--- src/rtl/rv_imm_pkg.sv ---
// rv_imm_pkg
// Shared definitions for the RV64I instruction/immediate packer:
//   - opcode constants for every opcode the packer understands
//   - imm_fmt_t : immediate format selected from the opcode
//   - err_t     : 2-bit result code carried with every output beat
//   - state_t   : run/halt state of the handshake controller
//   - sext_ok() : "all bits above lsb equal bit lsb" range test
package rv_imm_pkg;

    localparam logic [6:0] OP_IMM    = 7'b0010011;
    localparam logic [6:0] OP_LOAD   = 7'b0000011;
    localparam logic [6:0] OP_STORE  = 7'b0100011;
    localparam logic [6:0] OP_BRANCH = 7'b1100011;
    localparam logic [6:0] OP_JALR   = 7'b1100111;
    localparam logic [6:0] OP_LUI    = 7'b0110111;
    localparam logic [6:0] OP_JAL    = 7'b1101111;

    typedef enum logic [2:0] {
        FMT_I,
        FMT_S,
        FMT_SB,
        FMT_U,
        FMT_UJ,
        FMT_NONE
    } imm_fmt_t;

    typedef logic [1:0] err_t;

    localparam err_t ERR_OK     = 2'b00;
    localparam err_t ERR_OPCODE = 2'b01;
    localparam err_t ERR_RANGE  = 2'b10;
    localparam err_t ERR_ALIGN  = 2'b11;

    typedef enum logic {
        ST_RUN,
        ST_HALT
    } state_t;

    // True when every bit above 'lsb' repeats bit 'lsb', i.e. the value
    // fits a signed field whose sign bit sits at position 'lsb'.
    function automatic logic sext_ok(input logic [63:0] value, input int lsb);
        logic ok;
        ok = 1'b1;
        for (int i = 0; i < 64; i++) begin
            if (i > lsb && value[i] != value[lsb]) begin
                ok = 1'b0;
            end
        end
        return ok;
    endfunction

endpackage

--- src/rtl/imm_fmt_pack.sv ---
// imm_fmt_pack
// Purely combinational core of the packer: picks the immediate format
// from the opcode, validates range and alignment of the immediate and
// scatters immediate and register fields into a 32-bit instruction.
// Ports:
//   opcode, funct3, rd, rs1, rs2 : decoded instruction fields
//   imm                          : 64-bit sign-extended immediate
//   inst                         : packed instruction, 0 whenever err != ok
//   err                          : 00 ok, 01 opcode, 10 range, 11 alignment
module imm_fmt_pack
    import rv_imm_pkg::*;
(
    input  logic [6:0]  opcode,
    input  logic [2:0]  funct3,
    input  logic [4:0]  rd,
    input  logic [4:0]  rs1,
    input  logic [4:0]  rs2,
    input  logic [63:0] imm,
    output logic [31:0] inst,
    output logic [1:0]  err
);

    imm_fmt_t    fmt;
    logic        range_ok;
    logic        misaligned;
    logic [31:0] packed_inst;

    // JALR shares its opcode with the branch-style encoding: funct3 = 000
    // is the real JALR (I format), anything else is packed as SB.
    always_comb begin
        fmt = FMT_NONE;
        case (opcode)
            OP_IMM, OP_LOAD: fmt = FMT_I;
            OP_JALR:         fmt = (funct3 == 3'b000) ? FMT_I : FMT_SB;
            OP_STORE:        fmt = FMT_S;
            OP_BRANCH:       fmt = FMT_SB;
            OP_LUI:          fmt = FMT_U;
            OP_JAL:          fmt = FMT_UJ;
            default:         fmt = FMT_NONE;
        endcase
    end

    // U immediates must also have a clear low 12 bits, otherwise the
    // extractor could not return the same value.
    always_comb begin
        range_ok = 1'b0;
        case (fmt)
            FMT_I, FMT_S: range_ok = sext_ok(imm, 11);
            FMT_SB:       range_ok = sext_ok(imm, 12);
            FMT_UJ:       range_ok = sext_ok(imm, 20);
            FMT_U:        range_ok = sext_ok(imm, 31) && (imm[11:0] == 12'd0);
            default:      range_ok = 1'b0;
        endcase
        misaligned = ((fmt == FMT_SB) || (fmt == FMT_UJ)) && imm[0];
    end

    // Priority: unknown opcode, then misalignment, then range.
    always_comb begin
        if (fmt == FMT_NONE) begin
            err = ERR_OPCODE;
        end else if (misaligned) begin
            err = ERR_ALIGN;
        end else if (!range_ok) begin
            err = ERR_RANGE;
        end else begin
            err = ERR_OK;
        end
    end

    always_comb begin
        packed_inst = 32'd0;
        case (fmt)
            FMT_I:   packed_inst = {imm[11:0], rs1, funct3, rd, opcode};
            FMT_S:   packed_inst = {imm[11:5], rs2, rs1, funct3, imm[4:0], opcode};
            FMT_SB:  packed_inst = {imm[12], imm[10:5], rs2, rs1, funct3,
                                    imm[4:1], imm[11], opcode};
            FMT_U:   packed_inst = {imm[31:12], rd, opcode};
            FMT_UJ:  packed_inst = {imm[20], imm[10:1], imm[11], imm[19:12],
                                    rd, opcode};
            default: packed_inst = 32'd0;
        endcase
        inst = (err == ERR_OK) ? packed_inst : 32'd0;
    end

endmodule

--- src/rtl/inst_imm_packer.sv ---
// inst_imm_packer
// RV64I instruction encoder with valid/ready request and result ports.
// One registered output stage holds the packed word and its error code
// until the consumer takes it. Counters track accepted good and errored
// requests; with STOP_ON_ERR set, an errored request halts intake until
// clear_err is pulsed.
// Ports:
//   clk, reset            : clock, synchronous active-high reset
//   in_valid / in_ready   : request handshake
//   in_opcode .. in_imm   : request fields
//   clear_err             : pulse that leaves the halted state
//   out_valid / out_ready : result handshake
//   out_inst, out_err     : packed instruction and error code
//   halted                : controller is in HALT
//   enc_count, err_count  : accepted good / errored requests (wrapping)
module inst_imm_packer
    import rv_imm_pkg::*;
#(
    parameter bit STOP_ON_ERR = 1'b0,
    parameter int CNT_W       = 16
) (
    input  logic             clk,
    input  logic             reset,
    input  logic             in_valid,
    output logic             in_ready,
    input  logic [6:0]       in_opcode,
    input  logic [2:0]       in_funct3,
    input  logic [4:0]       in_rd,
    input  logic [4:0]       in_rs1,
    input  logic [4:0]       in_rs2,
    input  logic [63:0]      in_imm,
    input  logic             clear_err,
    output logic             out_valid,
    input  logic             out_ready,
    output logic [31:0]      out_inst,
    output logic [1:0]       out_err,
    output logic             halted,
    output logic [CNT_W-1:0] enc_count,
    output logic [CNT_W-1:0] err_count
);

    state_t      state;
    state_t      state_next;
    logic [31:0] pack_inst;
    logic [1:0]  pack_err;
    logic        accept;

    imm_fmt_pack u_pack (
        .opcode (in_opcode),
        .funct3 (in_funct3),
        .rd     (in_rd),
        .rs1    (in_rs1),
        .rs2    (in_rs2),
        .imm    (in_imm),
        .inst   (pack_inst),
        .err    (pack_err)
    );

    assign accept = in_valid && in_ready;

    // State register.
    always_ff @(posedge clk) begin
        if (reset) begin
            state <= ST_RUN;
        end else begin
            state <= state_next;
        end
    end

    // Intake is closed while halted, so an accept and clear_err can never
    // race in HALT; clear_err seen in RUN is simply ignored.
    always_comb begin
        state_next = state;
        case (state)
            ST_RUN:  if (STOP_ON_ERR && accept && (pack_err != ERR_OK)) state_next = ST_HALT;
            ST_HALT: if (clear_err) state_next = ST_RUN;
            default: state_next = ST_RUN;
        endcase
    end

    // A new request may enter when the output slot is empty or is being
    // emptied on this same edge.
    always_comb begin
        in_ready = (state == ST_RUN) && (!out_valid || out_ready);
        halted   = (state == ST_HALT);
    end

    // Output stage: a simultaneous take and accept just overwrites the slot.
    always_ff @(posedge clk) begin
        if (reset) begin
            out_valid <= 1'b0;
            out_inst  <= 32'd0;
            out_err   <= ERR_OK;
        end else if (accept) begin
            out_valid <= 1'b1;
            out_inst  <= pack_inst;
            out_err   <= pack_err;
        end else if (out_valid && out_ready) begin
            out_valid <= 1'b0;
        end
    end

    // Counters follow acceptance, not delivery, and wrap naturally.
    always_ff @(posedge clk) begin
        if (reset) begin
            enc_count <= '0;
            err_count <= '0;
        end else if (accept) begin
            if (pack_err == ERR_OK) begin
                enc_count <= enc_count + CNT_W'(1);
            end else begin
                err_count <= err_count + CNT_W'(1);
            end
        end
    end

endmodule

--- config.mk ---
export PLATFORM = sky130hd
export DESIGN_NAME = inst_imm_packer
export DESIGN_NICKNAME = d
export VERILOG_FILES = /design/src/rtl/rv_imm_pkg.sv /design/src/rtl/imm_fmt_pack.sv /design/src/rtl/inst_imm_packer.sv
export SDC_FILE = /design/constraint.sdc
export NUM_CORES = 1
export LEC_CHECK = 0
export ABC_AREA = 1
export BUFFER_PORTS_ARGS = -buffer_cell sky130_fd_sc_hd__buf_2
export CAP_MARGIN = 20
export CORE_MARGIN = 2
export CORE_UTILIZATION = 35
export CTS_CLUSTER_DIAMETER = 150
export CTS_CLUSTER_SIZE = 25
export DETAILED_ROUTE_END_ITERATION = 7
export PLACE_DENSITY = 0.59
export SYNTH_ARGS = -nofsm -noshare
export SYNTH_HDL_FRONTEND = slang
export SYNTH_HIERARCHICAL = 1
export SYNTH_SLANG_ARGS = --single-unit
--- constraint.sdc ---
create_clock -name clk -period 6.2 [get_ports clk]
set_clock_uncertainty 0.05 [all_clocks]
set_input_delay 0.93 -clock clk [delete_from_list [all_inputs] [get_ports clk]]
set_output_delay 0.93 -clock clk [all_outputs]
set_load 0.01 [all_outputs]
==> metrics.yaml, run 1 <==
clk_latency_ps: 340
avgViaCountPerCell: 4.87
tightest_slew_ps: 792
netlist.top_cell.by_area: "dfxtp_1"
wl_met1_mm: 7.91
pwr-share-comb_pct: 14.7
clk_pin_slew_ps: 60
grt_pass1_wl_mm: 27.2
crit_required_ps: 6390
drv_cap: 0
finalPower_mw: 1.11
grt_max_degree: 38
cts.sinks: 68
status: "finished clean"
postCtsSetupBuffers: 0
ys_types: 41
cts_root_buffer: "clkbuf_16"
overflow: 0
layout_common_cells: "nand2_1 (275), nor2_1 (191), buf_2 (162)"
switchingPower_uw: 309
ys_ff_latch: 68
met2_wirelength_mm: 7.54
max_clock_freq_ghz: 0.262
syn_area_sq_um: 5170
worst_path_max_delay_cell: "nor2_2"
syn_inst: 912
seqPwrFrac_pct: 39.9
area_delta_synth_final_pct: 23.3
synthFlopType: "dfxtp_1"
synth_edf_count: 0
vdd_drop_max_uv: 126
pwr-share-clk_pct: 45.4
coreArea_sq_um: 14500
dr_total_vias: 6097
synth_top_area_share_pct: 26.3
dieArea_sq_um: 15800
wire_per_inst_um: 13.4
final_common_cell: "nand2_1"
gp_congestion: 0.955
rsz0062_at_grt: "false"
p_per_area_nw_per_um2: 174
synth_area_leaders: "dfxtp_1 (26%), nand2_1 (20%), nor2_1 (14%), inv_1 (6.5%), nand3_1 (6.4%)"
grt_pass1_vias: 5569
tns_ps: 0
drtIter0Drc: 464
io_pins: 163
clock_path_buffers: 2
wirelength_mm: 16.8
ctsHtreeMaxLevel: 3
ys_async_sr_fraction_pct: 0
slew_headroom_pct: 47.0
final_nets: 1158
crit_chain: "buf_2, nor2_1, nand2_1, o21ai_2, nor2_4, nor2_1, nand3_1, nand2_1, inv_1, nand2_1, a21oi_1, inv_1, nand2_1, nor2_2, nand3_1, nor2_1, nor2_1"
cp-end-kind: "register"
dp_hpwl_mm: 13.2
worstPathArrival_ps: 4000
holdBufCountCts: 0
cts_tree: "done"
worstSetupPathType: "in2reg"
drive_gt1_share_pct: 22.0
grt_util_all_layers_pct: 21.4
fin_crit_ps: 3810
synth_nets: 1008
core.rowCount: 44
dr.pass1.iters: 5
antenna_found_initial: 1
die_w_um: 126
swShare_pct: 27.8
io_buffer_count: 162
cts_resized: 0
die_y_um: 126
ys_warn_count: 6
setup_viol: 0
cpPeakStageDelay_ps: 620
critPathLaunchType: "primary input"
seq_area_frac_synth_pct: 26.3
final_antenna_net_count: 0
topRoutingLayerUsed: "met4"
drc: 0
power.leakage_nw: 2.99
hold_class: "reg2reg"
hold_viol: 0
p_int_uw: 803
fill_cells: 1656
crit_fanout: 21
start_util_pct: 35.7
cts_buffers: 9
slew_violations: 0
synth.avg_cell_area_sq_um: 5.67
dr_wl_met3_mm: 1.01
min_period_over_period_pct: 61.5
state kept, by name (all words and copies together) (netlist names):
name,flops
halted,1
out_inst,32
out_valid,1
enc_count,16
err_count,16
out_err,2
through the flow:
stage	std cells	util (%)	instance area, sq um	hold WS (ps)	setup slack, ps
floorplan	912	-	5170	438	3290
global placement	1234	41.8	6060	401	2120
detailed placement	1234	41.8	6060	404	2060
CTS	1250	43.8	6340	413	2410
global route	1251	44.0	6370	434	1910
finish	1252	44.0	6370	412	2390
layer usage:
layer	track usage, %	vias to the layer above
met2	34.5	212
met5	0	-
li1	-	3182
met3	4.41	21
met1	28.7	2682
met4	6.73	0
power by group through the flow:
stage,Combinational (mW),Sequential (mW),Clock [mW]
after global placement,0.161,0.453,0
after floorplan,0.0853,0.454,0
after detailed placement,0.160,0.453,0
after CTS,0.160,0.444,0.518
final,0.163,0.444,0.505
after global routing,0.182,0.444,0.535
worst max-delay path: cells and delay by family:
family / cells / cell delay (ps)
buffers and inverters: 3 / 260
AND/OR/NAND/NOR: 12 / 2510
AO/OA/AOI/OAI: 2 / 290
worst paths after layout:
kind	from	endpoint	slack [ps]	depth (start not counted)
worst min-delay path	out_inst[24]	out_inst[24]	410	2
worst max register to register	halted	enc_count[12]	4090	6
worst min register to register	out_inst[24]	out_inst[24]	410	2
worst max-delay path	in_opcode[2]	enc_count[12]	2390	17
cells by family after synthesis:
family	after synthesis	share of synthesized area [%]
adders and majority gates	2	0.484
buffers and inverters	122	10.1
AOI/OAI and AO/OA	100	10.3
xor gates and xnor gates	1	0.169
and+or+nand+nor	619	52.6
DFF	68	26.3
cell usage after synthesis (5+ instances only):
library cell / count
nand2_2: 6
nand2_1: 275
nand3_1: 66
clkbuf_1: 6
nand4_1: 13
dfxtp_1: 68
nor3_1: 17
nor2_1: 191
o22ai_1: 5
buf_6: 5
o21ai_0: 22
a22oi_1: 6
a21oi_1: 61
inv_2: 6
buf_2: 10
nor2_2: 26
nor2_4: 6
inv_1: 90
area by class of cell:
cell class	count	area, sq um	area share, %
Multi-Input combinational cell	722	3290	51.6
Inverter	98	368	5.77
Clock buffer	11	233	3.65
Clock inverter	5	52.6	0.824
Antenna cell	1	2.50	0.0393
Tap cell	184	230	3.61
Timing Repair Buffer	163	838	13.2
Sequential cell	68	1360	21.4
No activity file was read; power rests on OpenSTA's default activity.
==> run 2: changes to the inputs <==
--- a/config.mk
+++ b/config.mk
@@ -13,7 +13,7 @@
 export CTS_CLUSTER_DIAMETER = 150
 export CTS_CLUSTER_SIZE = 25
 export DETAILED_ROUTE_END_ITERATION = 7
-export PLACE_DENSITY = 0.59
+export PLACE_DENSITY = 0.62
 export SYNTH_ARGS = -nofsm -noshare
 export SYNTH_HDL_FRONTEND = slang
 export SYNTH_HIERARCHICAL = 1
==> constraint.sdc (replaced) <==
create_clock -name clk -period 3.1 [get_ports clk]
set_clock_uncertainty 0.05 [all_clocks]
set_input_delay 0.465 -clock clk [delete_from_list [all_inputs] [get_ports clk]]
set_output_delay 0.465 -clock clk [all_outputs]
set_load 0.01 [all_outputs]
==> metrics.yaml, run 2 (synthesized netlist as in run 1, its figures left out) <==
grt_util_all_layers_pct: 21.1
final_antenna_net_count: 0
swShare_pct: 26.5
r2r_setup_slack_ps: 1370
dieArea_sq_um: 15800
gp_congestion: 0.966
wire_per_inst_um: 13.2
die_w_um: 126
cts.sinks: 68
overflow: 0
hold_class: "in2reg"
avgViaCountPerCell: 4.84
drive_gt1_share_pct: 23.2
area_delta_synth_final_pct: 25.7
cts_buffers: 9
tightest_slew_ps: 865
vdd_drop_max_uv: 245
placed_area_sq_um: 6180
dp_hpwl_mm: 13.4
dp.cells: 1249
final_common_cell: "nand2_1"
p_int_mw: 1.69
r2r-end: "out_inst[17]"
setup_viol: 0
ff2ff_path_depth: 7
dr.pass1.iters: 5
fin_area_sq_um: 6500
coreArea_sq_um: 14500
grt_pass1_vias: 5622
cts_tree: "done"
whs_endpoint: "halted"
clk_pin_slew_ps: 60
drc: 0
status: "finished clean"
finalPower_mw: 2.31
place_ws_ps: 241
hold_ws_ps: 263
grt_pass1_wl_mm: 27.2
fin_crit_ps: 2540
power.leakage_nw: 3.07
die_y_um: 126
postCtsSetupBuffers: 0
clk_latency_ps: 330
holdBufCountCts: 0
seqPwrFrac_pct: 38.5
drv_cap: 0
holdPathStages: 2
hold_start: "clear_err"
setup_ws_ps: 561
dr_total_vias: 6127
start_util_pct: 35.7
cp-end-kind: "register"
pwr-share-clk_pct: 47.1
switchingPower_uw: 611
drtIter0Drc: 450
min_period_over_period_pct: 81.9
largestRegisters: "out_inst (32), enc_count (16), err_count (16)"
largest-register: "out_inst"
layout_common_cells: "nand2_1 (275), nor2_1 (191), buf_2 (162)"
antenna_found_initial: 0
max_clock_freq_ghz: 0.394
slew_violations: 0
crit_required_ps: 3310
critPathLaunchType: "primary input"
io_buffer_count: 162
final_nets: 1172
rsz0062_at_grt: "false"
p_per_area_nw_per_um2: 355
hold_viol: 0
largest_reg_flops: 32
fin_cells: 1265
crit_fanout: 13
rr_startpoint: "halted"
pwr-share-comb_pct: 14.4
cts_root_buffer: "clkbuf_16"
core.rowCount: 44
io_pins: 163
grt_max_degree: 35
slew_headroom_pct: 42.3
wirelength_mm: 16.7
final_util_pct: 44.9
clock_path_buffers: 2
cts_resized: 0
tns_ps: 0
ctsHtreeMaxLevel: 3
worstPathArrival_ps: 2750
worstSetupPathType: "in2reg"
n_antenna_cell: 0
## run 2: cell count changes in the layout (fill, tap and decap cells not counted), sizes merged
cell | previous run | this run
clkbuf | 11 | 9
buf | 163 | 177
diode | 1 | 0
bufinv | 1 | 2
clkinv | 5 | 6
## run 2: critical path, cell delays in order
cell and delay (ps):
buf_2 110, nand2_1 170, clkinv_1 110, nand2_1 140, nor2_1 70, nor2_2 140
nand3_4 140, nand3_1 130, nor2_1 60, nor2_1 80, nand2_1 60, a21oi_1 240
nor2_2 100, nor2_4 250, buf_4 230, o21ai_0 80, a21oi_1 150
## run 2: worst max path at each step
stage / startpoint / to / slack (ps) / cells after the start
final: in_opcode[1] / err_count[0] / 560 / 17
after global routing: in_opcode[1] / err_count[4] / 260 / 18
after CTS: in_opcode[1] / err_count[0] / 590 / 17
after detailed placement: in_opcode[1] / err_count[5] / 240 / 18
after global placement: in_opcode[1] / err_count[3] / 270 / 18
after floorplan: in_imm[31] / enc_count[13] / 660 / 17
## run 2: power groups by stage
stage / clock (mW) / sequential [mW] / combinational (mW)
3_5_place_dp: 0 / 0.906 / 0.330
6_report: 1.09 / 0.887 / 0.332
3_3_place_gp: 0 / 0.906 / 0.331
2_1_floorplan: 0 / 0.909 / 0.171
5_1_grt: 1.16 / 0.888 / 0.371
4_1_cts: 1.12 / 0.887 / 0.331
## run 2: final cells by class
class                           count  area [sq um]
Timing Repair Buffer              177           936
Tap cell                          184           230
Fill cell                        1649          7980
Clock inverter                      7          91.3
Inverter                           98           368
Clock buffer                        9           225
Multi-Input combinational cell    722          3290
Sequential cell                    68          1360
## run 2: layer usage
| metal | share of wire [%] | wire length (um) | global-route usage (%) |
|---|---|---|---|
| met2 | 45 | 7520 | 35.0 |
| met5 | 0 | 0 | 0 |
| met4 | 1.9 | 316 | 6.14 |
| met3 | 7.3 | 1220 | 4.41 |
| met1 | 46 | 7690 | 27.7 |
==> run 3: changes to the inputs <==
==> constraint.sdc (replaced) <==
create_clock -name clk -period 2.3 [get_ports clk]
set_clock_uncertainty 0.05 [all_clocks]
set_input_delay 0.345 -clock clk [delete_from_list [all_inputs] [get_ports clk]]
set_output_delay 0.345 -clock clk [all_outputs]
set_load 0.01 [all_outputs]
==> metrics.yaml, run 3 (synthesized netlist as in run 1, its figures left out) <==
finalPower_mw: 3.39
crit_fanout: 15
min_period_over_period_pct: 93.7
cts_root_buffer: "clkbuf_16"
hold_class: "in2reg"
worstPathArrival_ps: 2330
max_clock_freq_ghz: 0.464
holdBufCountCts: 0
drv_cap: 0
cts.sinks: 68
coreArea_sq_um: 14500
r2r-end: "out_inst[16]"
fill_cells: 1631
dr.pass1.iters: 5
ff2ff_path_depth: 6
final_common_cell: "nand2_1"
io_pins: 163
crit_required_ps: 2470
cpPeakStageDelay_ps: 230
layout_common_cells: "nand2_1 (270), nor2_1 (179), buf_2 (161)"
final_antenna_net_count: 0
cp-end-kind: "register"
core.rowCount: 44
die_y_um: 126
status: "finished clean"
swShare_pct: 24.8
clock_path_buffers: 2
place_ws_ps: -397
grt_pass1_wl_mm: 28.6
wirelength_mm: 17.5
critPathLaunchType: "primary input"
holdPathStages: 2
largest-register: "out_inst"
grt_max_degree: 35
p_per_area_nw_per_um2: 459
final_nets: 1267
dr_total_vias: 6529
grt_util_all_layers_pct: 22.0
setup_ws_ps: 144
seqPwrFrac_pct: 35.3
worstSetupPathType: "in2reg"
pwr-share-clk_pct: 47.8
worst_path_max_delay_cell: "nor2_1"
gp_congestion: 0.921
n_antenna_cell: 0
pwr-share-comb_pct: 16.8
rr_startpoint: "halted"
dieArea_sq_um: 15800
fin_crit_ps: 2160
largestRegisters: "out_inst (32), enc_count (16), err_count (16)"
drtIter0Drc: 405
whs_endpoint: "halted"
crit_chain: "buf_2, nor2_1, nand2_1, nor2_1, nand2_1, nand2_1, nand2_1, nor2_2, nand3_1, nand2_1, inv_1, nand2_1, a21oi_2, nor2_2, buf_4, nor2_4, buf_8, buf_4, a21oi_1, nor2_1"
r2r_setup_slack_ps: 710
largest_reg_flops: 32
crit_top_cell: "nand2_1"
drive_gt1_share_pct: 31.4
antenna_found_initial: 0
ctsHtreeMaxLevel: 3
hold_start: "clear_err"
vdd_drop_max_uv: 343
avgViaCountPerCell: 4.80
power.leakage_nw: 3.57
hold_viol: 0
dp_hpwl_mm: 14.2
p_int_mw: 2.55
switchingPower_uw: 840
wire_per_inst_um: 12.9
clk_latency_ps: 330
setup_viol: 0
clk_pin_slew_ps: 60
slew_headroom_pct: 58.4
cts_buffers: 9
drc: 0
area_delta_synth_final_pct: 42.6
tightest_slew_ps: 623
io_buffer_count: 162
slew_violations: 0
grt_pass1_vias: 5989
die_w_um: 126
start_util_pct: 35.7
cts_tree: "done"
overflow: 0
final_util_pct: 50.9
## run 3: area by class of cell
class | instances | area [sq um] | share of cell area (%)
inverters | 98 | 372 | 5.04
well taps | 184 | 230 | 3.12
flip-flops and latches | 68 | 1360 | 18.5
repair buffers | 272 | 1710 | 23.2
multi-input cells | 722 | 3350 | 45.4
clock buffers | 12 | 256 | 3.48
clock inverters | 4 | 95.1 | 1.29
## run 3: metal layers
layer  routed length [um]  GRT usage [%]  up-vias  share of wire (%)
met3                 1240           4.79       33                7.1
li1                     -              -     3393                  -
met4                  476           7.65        0                2.7
met2                 7900           35.7      233                 45
met5                    0              0        -                  0
met1                 7930           29.0     2870                 45
## run 3: power groups by stage
stage / Sequential [mW] / Clock [mW] / Combinational [mW]
after floorplan: 1.22 / 0 / 0.230
after global placement: 1.22 / 0 / 0.543
after detailed placement: 1.22 / 0 / 0.544
after CTS: 1.20 / 1.65 / 0.546
after global routing: 1.20 / 1.71 / 0.630
final: 1.20 / 1.62 / 0.570
## run 3: critical path, delay by kind of cell
kind | cells | cell delay, ps
compound gates | 2 | 200
buf+inv | 5 | 570
simple gates | 13 | 1200
## run 3: worst max path at each step
stage,start,cells past startpoint,endpoint
after floorplan,in_imm[31],18,enc_count[13]
after global placement,in_opcode[1],19,err_count[15]
after detailed placement,in_opcode[1],19,err_count[15]
after CTS,in_opcode[1],20,err_count[15]
after global routing,in_imm[20],19,enc_count[14]
final,in_imm[60],20,err_count[3]
## run 3: what timing repair did
action	4_1_cts	5_1_grt
gates cloned	0	1
buffers inserted	0	4
setup endpoints to repair	3	30
gates resized for setup	1	31
pin swaps	0	5
## run 3: through the flow
step / hold slack [ps] / setup TNS, ps / cell area (sq um) / cells
floorplan: 372 / 0 / 5170 / 912
global placement: 402 / -6440 / 6880 / 1339
detailed placement: 403 / -8090 / 6880 / 1339
CTS: 107 / 0 / 7240 / 1355
global route: 108 / -0.00755 / 7380 / 1360
finish: 118 / 0 / 7380 / 1360
